`src/rtl/fetch_unit.sv`:
```
`timescale 1ns/1ps
`default_nettype none
// ============================================================================
// Module   : fetch_unit
// Purpose  : Instruction-fetch stage. Holds the fetch PC, issues one
//            request at a time to instruction memory over req/ack, buffers
//            returned words in a small FIFO and presents them to decode
//            with valid/ready. Redirects flush the buffer and any stale
//            in-flight fetch.
// Options  : FETCH_PERF_EN adds the perf_fetched / perf_flushed counters.
// Revision : 1.0 - initial release
// ============================================================================
module fetch_unit #(
  parameter int              XLEN       = 32,
  parameter int              ADDR_W     = 12,
  parameter int              FIFO_DEPTH = 2,
  parameter logic [XLEN-1:0] RESET_PC   = '0
) (
  input  logic              clk,
  input  logic              rst,
  output logic              imem_req,
  output logic [ADDR_W-1:0] imem_addr,
  input  logic              imem_ack,
  input  logic [XLEN-1:0]   imem_rdata,
  output logic              inst_valid,
  output logic [XLEN-1:0]   inst_data,
  output logic [XLEN-1:0]   inst_pc,
  input  logic              inst_ready,
  input  logic              redirect_valid,
  input  logic              redirect_sel,
  input  logic [XLEN-1:0]   redirect_pc,
  input  logic [XLEN-1:0]   redirect_rs1,
  input  logic [XLEN-1:0]   redirect_imm
`ifdef FETCH_PERF_EN
  ,
  output logic [31:0]       perf_fetched,
  output logic [31:0]       perf_flushed
`endif
);

  localparam int                 C_PTR_W = (FIFO_DEPTH > 1) ? $clog2(FIFO_DEPTH) : 1;
  localparam int                 C_CNT_W = C_PTR_W + 1;
  localparam logic [C_CNT_W-1:0] C_DEPTH = C_CNT_W'(FIFO_DEPTH);

  typedef enum logic [1:0] {
    ST_WAIT    = 2'd0,
    ST_REQ     = 2'd1,
    ST_DISCARD = 2'd2
  } state_t;

  state_t               state_q, state_d;
  logic [XLEN-1:0]      fetch_pc_q, fetch_pc_d;
  logic [C_PTR_W-1:0]   wr_ptr_q, wr_ptr_d;
  logic [C_PTR_W-1:0]   rd_ptr_q, rd_ptr_d;
  logic [C_CNT_W-1:0]   count_q, count_d;
  logic [XLEN-1:0]      fifo_pc_q   [FIFO_DEPTH];
  logic [XLEN-1:0]      fifo_pc_d   [FIFO_DEPTH];
  logic [XLEN-1:0]      fifo_data_q [FIFO_DEPTH];
  logic [XLEN-1:0]      fifo_data_d [FIFO_DEPTH];

  logic [XLEN-1:0]      w_target;
  logic                 w_push;
  logic                 w_pop;
  logic [C_CNT_W-1:0]   w_count_next;

  // Redirect target, push/pop qualifiers and post-update occupancy.
  // A redirect suppresses both push and pop: the whole buffer is stale.
  always_comb begin
    w_target     = (redirect_sel ? redirect_rs1 : redirect_pc) + redirect_imm;
    w_push       = (state_q == ST_REQ) && imem_ack && !redirect_valid;
    w_pop        = (count_q != '0) && inst_ready && !redirect_valid;
    w_count_next = count_q + C_CNT_W'(w_push) - C_CNT_W'(w_pop);
  end

  // Fetch FSM next-state and fetch PC update.
  always_comb begin
    state_d    = state_q;
    fetch_pc_d = fetch_pc_q;
    case (state_q)
      ST_WAIT: begin
        if (redirect_valid) begin
          fetch_pc_d = w_target;
          state_d    = ST_REQ;
        end else if (count_q < C_DEPTH) begin
          state_d = ST_REQ;
        end
      end
      ST_REQ: begin
        if (redirect_valid) begin
          fetch_pc_d = w_target;
          // An ack in the redirect cycle retires the stale request, so the
          // new target can be requested straight away.
          state_d    = imem_ack ? ST_REQ : ST_DISCARD;
        end else if (imem_ack) begin
          fetch_pc_d = fetch_pc_q + XLEN'(1);
          state_d    = (w_count_next < C_DEPTH) ? ST_REQ : ST_WAIT;
        end
      end
      ST_DISCARD: begin
        if (redirect_valid) begin
          fetch_pc_d = w_target;
        end
        // The stale request retires on its ack even when another redirect
        // lands in the same cycle; waiting longer would never see an ack.
        if (imem_ack) begin
          state_d = ST_REQ;
        end
      end
      default: begin
        state_d = ST_WAIT;
      end
    endcase
  end

  // Instruction buffer pointers, occupancy and storage.
  always_comb begin
    fifo_pc_d   = fifo_pc_q;
    fifo_data_d = fifo_data_q;
    wr_ptr_d    = wr_ptr_q;
    rd_ptr_d    = rd_ptr_q;
    count_d     = count_q;
    if (redirect_valid) begin
      wr_ptr_d = '0;
      rd_ptr_d = '0;
      count_d  = '0;
    end else begin
      if (w_push) begin
        fifo_pc_d[wr_ptr_q]   = fetch_pc_q;
        fifo_data_d[wr_ptr_q] = imem_rdata;
        wr_ptr_d              = wr_ptr_q + C_PTR_W'(1);
      end
      if (w_pop) begin
        rd_ptr_d = rd_ptr_q + C_PTR_W'(1);
      end
      count_d = w_count_next;
    end
  end

  // State registers with asynchronous active-low reset.
  always_ff @(posedge clk or negedge rst) begin
    if (!rst) begin
      state_q     <= ST_WAIT;
      fetch_pc_q  <= RESET_PC;
      wr_ptr_q    <= '0;
      rd_ptr_q    <= '0;
      count_q     <= '0;
      fifo_pc_q   <= '{default: '0};
      fifo_data_q <= '{default: '0};
    end else begin
      state_q     <= state_d;
      fetch_pc_q  <= fetch_pc_d;
      wr_ptr_q    <= wr_ptr_d;
      rd_ptr_q    <= rd_ptr_d;
      count_q     <= count_d;
      fifo_pc_q   <= fifo_pc_d;
      fifo_data_q <= fifo_data_d;
    end
  end

  // Memory-side and decode-side outputs; head fields read as zero when empty.
  always_comb begin
    imem_req   = (state_q == ST_REQ);
    imem_addr  = fetch_pc_q[ADDR_W-1:0];
    inst_valid = (count_q != '0);
    inst_data  = inst_valid ? fifo_data_q[rd_ptr_q] : '0;
    inst_pc    = inst_valid ? fifo_pc_q[rd_ptr_q]   : '0;
  end

`ifdef FETCH_PERF_EN
  logic [31:0] perf_fetched_q, perf_fetched_d;
  logic [31:0] perf_flushed_q, perf_flushed_d;
  logic        w_drop_ack;
  logic [32:0] w_fetched_sum;
  logic [32:0] w_flushed_sum;

  // Saturating event counters: pushes, and dropped acks plus flushed entries.
  always_comb begin
    w_drop_ack     = imem_ack && (((state_q == ST_REQ) && redirect_valid) ||
                                  (state_q == ST_DISCARD));
    w_fetched_sum  = {1'b0, perf_fetched_q} + 33'(w_push);
    w_flushed_sum  = {1'b0, perf_flushed_q} + 33'(w_drop_ack) +
                     (redirect_valid ? 33'(count_q) : 33'd0);
    perf_fetched_d = w_fetched_sum[32] ? 32'hFFFF_FFFF : w_fetched_sum[31:0];
    perf_flushed_d = w_flushed_sum[32] ? 32'hFFFF_FFFF : w_flushed_sum[31:0];
  end

  // Performance counter registers.
  always_ff @(posedge clk or negedge rst) begin
    if (!rst) begin
      perf_fetched_q <= '0;
      perf_flushed_q <= '0;
    end else begin
      perf_fetched_q <= perf_fetched_d;
      perf_flushed_q <= perf_flushed_d;
    end
  end

  assign perf_fetched = perf_fetched_q;
  assign perf_flushed = perf_flushed_q;
`endif

endmodule
`default_nettype wire
```
`config.mk`:
```
export PLATFORM = sky130hd
export DESIGN_NAME = fetch_unit
export DESIGN_NICKNAME = d
export VERILOG_FILES = /design/src/rtl/fetch_unit.sv
export SDC_FILE = /design/constraint.sdc
export NUM_CORES = 1
export LEC_CHECK = 0
export ABC_CLOCK_PERIOD_IN_PS = 4500
export CAP_MARGIN = 5
export CELL_PAD_IN_SITES_DETAIL_PLACEMENT = 1
export CELL_PAD_IN_SITES_GLOBAL_PLACEMENT = 2
export CORE_MARGIN = 2
export CORE_UTILIZATION = 35
export CTS_CLUSTER_DIAMETER = 100
export DETAILED_ROUTE_END_ITERATION = 7
export PLACE_DENSITY_LB_ADDON = 0.1
export SYNTH_ARGS = -nofsm -noshare
export SYNTH_HDL_FRONTEND = slang
export SYNTH_SLANG_ARGS = --single-unit
export TNS_END_PERCENT = 30
```
`constraint.sdc`:
```
create_clock -name clk -period 4.5 [get_ports clk]
set_clock_uncertainty 0.1 [all_clocks]
set_input_delay 0.675 -clock clk [delete_from_list [all_inputs] [get_ports clk]]
set_output_delay 0.675 -clock clk [all_outputs]
set_load 0.05 [all_outputs]
```
; ---- Yosys cells after proc, flatten, opt, wreduce, memory -nomap -nowiden
; Cells that the tools add are included.
[word_totals]
elab_cells = 74
in_bits = 134
regBits = 166
out_inout_bits = 78
[classes]
eq_ne = 6
n_lt_le_gt_ge = 5
muxes = 30
n_reduce_logical = 15
bitwise = 3
add_sub_neg = 6
[op_table]
columns = op, n
row1 = 2-to-1 mux 32 bit, 13
row2 = bitwise mux 64 bit, 2
row3 = case mux 32 bit (2 select lines), 1
row4 = "adder 32 x 1 -> 32 bit, second input constant", 1
row5 = adder 32 bit, 1
row6 = demux 32 bit (select 1 bit), 1
row7 = 2-to-1 mux 2 bit, 7
row8 = nonzero test 2 bit, 4
row9 = case mux 2 bit (3 select lines), 1
row10 = AND reduction 3 bit, 2
row11 = logical AND 1 bit, 5
row12 = 2-to-1 mux 1 bit, 5
row13 = ">= comparator 2 bit, second input constant", 2
row14 = "less-than comparator 2 bit, second input constant", 2
row15 = NOT 1 -> 2 bit, 2
row16 = "inequality test 3 x 1 -> 1 bit, second input constant", 1
row17 = "inequality test 3 bit, second input constant", 1
row18 = "adder 1 bit, second input constant", 2
row19 = adder 2 x 1 -> 2 bit, 1
row20 = "== test 2 x 1 -> 1 bit, second input constant", 1
row21 = "== test 2 bit, second input constant", 1
row22 = logical NOT 2 bit, 1
row23 = "less-than comparator 2 x 1 -> 1 bit, second input constant", 1
row24 = "inequality test 2 x 1 -> 1 bit, second input constant", 1
row25 = 6 further kinds, 6

; ---- Depth between registers and ports, before layout
[logic_depth]
word_depth = 10
ltp_mapped = 14
depth_no_buf = 12

; ---- Worst setup path after synthesis
; OpenSTA, ideal clock, no wires.
[synth_path]
path_type = input -> register
start = input port redirect_sel
end = register fetch_pc_q[22]
path_stages = 13
arrival_time_ps = 3653
t_required_ps = 4257
path_slack_ps = 604
setup_time_ps = 143
n_path_buf = 2
path_cell_list = clkbuf_1 -> buf_1 -> mux2_2 -> fa_1 -> a21oi_1 -> o22ai_1 -> o31a_2 -> a2111oi_2 -> o21ba_2 -> o21bai_1 -> a211o_1 -> nand2_1 -> a21oi_1
[synth_via]
elab_chain_len = 4
word_cells_on_any_way = 5
cone_classes = add/sub (1) / mux (4)
[synth_rtl]
columns = item, line
row1 = start: declaration, 30  ; input logic redirect_sel,
row2 = 2-to-1 mux 32 bit *, 69  ; w_target = (redirect_sel ? redirect_rs1 : redirect_pc) + redirect_imm;
row3 = adder 32 bit *, 69
row4 = 2-to-1 mux 32 bit (on tied branches), "81, 100, 89"
row5 = case mux 32 bit (2 select lines) *, 79  ; case (state_q)
row6 = end signal: assignment, 151  ; fetch_pc_q <= fetch_pc_d;
row7 = end: declaration, 52  ; logic [XLEN-1:0] fetch_pc_q, fetch_pc_d;
; Mark *: on every way between the ends. The rest lies on a longest branch, timed or not. The select of a mux whose other input is x is not followed.
; A chain may end at the register's enable or synchronous reset.

; ---- Worst setup path in the final report
[layout_path]
start = input port redirect_sel
end = register fetch_pc_q[29]
; The elaborated chain is that of the path after synthesis.

==> results_dict.tcl <==
set metrics [dict create \
    outcome "completed" \
    synth_area_um2 10100 \
    synth_commonest_cells "dfrtp_1 (166), mux2_2 (152), nor2_1 (102)" \
    drt-initial-drc-count 279 \
    synth_area_leaders "dfrtp_1 (41%), mux2_2 (17%), mux2i_1 (6.8%)" \
    ys_seq_area_frac 0.413 \
    placedCellCount 1537 \
    synthMostInstantiatedCell "dfrtp_1" \
    antenna_found_initial 0 \
    port_buffers 211 \
    drtAntennaViolNets 0 \
    slew_viol_final 0 \
    die_w_um 174 \
    numCtsBuffers 17 \
    use_met1 0.251 \
    routabilityCongestion 0.799 \
    nets 1341 \
    hold_path.class "in -> async" \
    cts.clk_slew.worst_paths_ns 0.07 \
    h-tree-depth 4 \
    muxShareOfSynthArea 0.243 \
    clk_latency_ns 0.43 \
    syn_inst 982 \
    power_mw 8.47 \
    netlist.top_cell.by_area "dfrtp_1" \
    clockBufferDepth 2 \
    min_period_over_period 0.861 \
    path_max_fanout 26 \
    die_area_um2 30100 \
    grt_use_total 0.182 \
    diodes 0 \
    drt-vias-per-instance 5.08 \
    synth_top_family_by_area "multiplexers" \
    placed_area_um2 12600 \
    crit_required_ns 4.75 \
    fp.dieH_um 174 \
    first_global_vias 8482 \
    worstMarginPinSlew_ns 1.07 \
    yosys_warnings 0 \
    relSlewSlack 0.288 \
    io-pin-count 212 \
    ir_drop_mv 0.303 \
    firstDrtPassIters 4 \
    synthXorXnorAreaFrac 0.0252 \
    crit_path_end_kind "flip-flop" \
    grtUsageMet2 0.302 \
    power_leakage_nw 5.28 \
    dp_hpwl_mm 19.6 \
    synth-main-ff-cell "dfrtp_1" \
    area_growth_pct 30.5 \
    yosys_register_bits 166 \
    cap_violations 0 \
    grt_max_degree 108 \
    root_buffer "clkbuf_16" \
    post_cts_resized 0 \
    syn_nets 1151 \
    rsz0062_at_grt "false" \
    avgSynthCellArea_um2 10.3 \
    cts_tree "done" \
    rr_worst_depth 12 \
    fp-row-count 62 \
    synth_adder_area_share 0.0443 \
    fp.coreArea_um2 28500 \
    power.density_nw_per_um2 645 \
    regArea_um2 4160 \
    synth-compound-area-share 0.122 \
    synth_edf_count 0 \
    min_period_ns 3.87 \
    grt_pass1_wl_mm 44.8 \
    setup_viol 0 \
    routedWlPerCell_um 17.1 \
    yosys.area.top_type_share 0.413 \
    postCtsSetupBuffers 0 \
    drt_drc_violations_left 0 \
    fin_util 0.460 \
    use_met3 0.0294 \
    layout-drive-gt1-share 0.199 \
    crit_type "in -> reg" \
    max_clock_freq_ghz 0.258 \
    multi_input_area_um2 5530 \
    top_usage_layer "met2" \
    fill_cells 3241 \
    critPathArrivalTime_ns 4.12 \
    synthSimpleGateAreaFrac 0.112 \
    cts_num_sinks 166 \
    final_cells 1569 \
    initial_core_util 0.353 \
    grt_overflow_total 0 \
    route.vias.total 7968 \
    fin_area_um2 13100 \
    drt_wl_total_mm 26.9 \
    setup_tns_ns 0 \
    cts_hold_buf 0 \
    startpoint_type "input pin" \
    ys_types 64 \
    async_reset_ff_frac 1.00 \
    final_hold_viol_count 0 \
]
state kept, by name, indices dropped and copies added, names as in the netlist:
| name | cells |
|---|---|
| wr_ptr_q | 1 |
| fetch_pc_q | 32 |
| state_q | 2 |
| rd_ptr_q | 1 |
| count_q | 2 |
| fifo_pc_q | 64 |
| fifo_data_q | 64 |
metal layers:
metal / routed length (um) / part of all wire
met1: 13300 / 0.49
met2: 12400 / 0.46
met3: 988 / 0.037
met4: 244 / 0.0091
met5: 0 / 0
cells in the final DEF (no fill, tap or decap), types with 4 or more instances in the layout:
master | Yosys | layout
o21ai_0 | 54 | 54
dfrtp_1 | 166 | 165
o22ai_1 | 7 | 7
mux2_1 | 5 | 5
mux2i_1 | 68 | 68
nand2_1 | 56 | 55
o21bai_1 | 9 | 9
ha_1 | 34 | 34
nor3_1 | 11 | 11
nand3_1 | 24 | 24
inv_1 | 17 | 17
xnor2_1 | 17 | 17
inv_6 | 0 | 6
clkdlybuf4s50_1 | 0 | 210
nor2b_1 | 9 | 8
clkbuf_16 | 0 | 17
nand2b_1 | 5 | 5
o21ai_1 | 4 | 4
a21oi_1 | 73 | 72
mux2_2 | 152 | 152
nand4_1 | 15 | 15
xor2_1 | 12 | 12
nor2_1 | 102 | 101
buf_4 | 12 | 23
a31oi_1 | 9 | 9
nor2_4 | 3 | 4
a21o_1 | 12 | 12
and3_1 | 7 | 7
critical path: stages:
cell and delay (ns):
clkdlybuf4s50_1 0.51, buf_4 0.34, mux2_2 0.39, ha_1 0.37, a21oi_1 0.09, o21ai_0 0.26, a2111oi_2 0.12, a211oi_2 0.39
o21bai_1 0.18, a2111oi_2 0.33, mux2_1 0.35, o21ai_1 0.11
final timing paths:
kind	end	start	slack (ns)
worst min register to register	fifo_pc_q[44]	fifo_pc_q[44]	0.39
max in group asynchronous	fifo_data_q[45]	rst	2.89
worst max register to register	state_q[0]	state_q[0]	1.41
worst max-delay path	fetch_pc_q[29]	redirect_sel	0.63
worst min-delay path	fifo_data_q[30]	rst	0.21
min in group clk	fifo_pc_q[44]	fifo_pc_q[44]	0.39
area by class of cell:
cell class | count | share of cell area
well taps | 384 | 0.0366
repair buffers | 236 | 0.177
multi-input cells | 733 | 0.421
inverters | 18 | 0.00514
clock buffers | 19 | 0.0337
clock inverters | 13 | 0.0102
flip-flops and latches | 166 | 0.317
logic make-up (layout without fill, tap and decap cells):
group	count (synthesis)	count (layout)
compound gates	199	199
xor+xnor	29	29
fa+ha+maj	35	35
buf+inv	83	286
flops	166	166
mux	225	225
simple gates	245	245
power by group:
part           leakage (nW)  switching, mW  internal, mW  total (mW)
combinational          3.04           2.42          1.76        4.18
clock                 0.274          0.638         0.793        1.43
sequential             1.96          0.632          2.23        2.86
total                  5.28           3.69          4.78        8.47
per-stage QoR:
step | worst slack (ns) | hold WS [ns]
floorplan | 0.604 | 0.279
global placement | 0.170 | 0.366
detailed placement | 0.133 | 0.374
CTS | 0.599 | 0.312
global route | 0.408 | 0.346
finish | 0.625 | 0.206
Note: power is estimated with default switching activity, not from simulation.
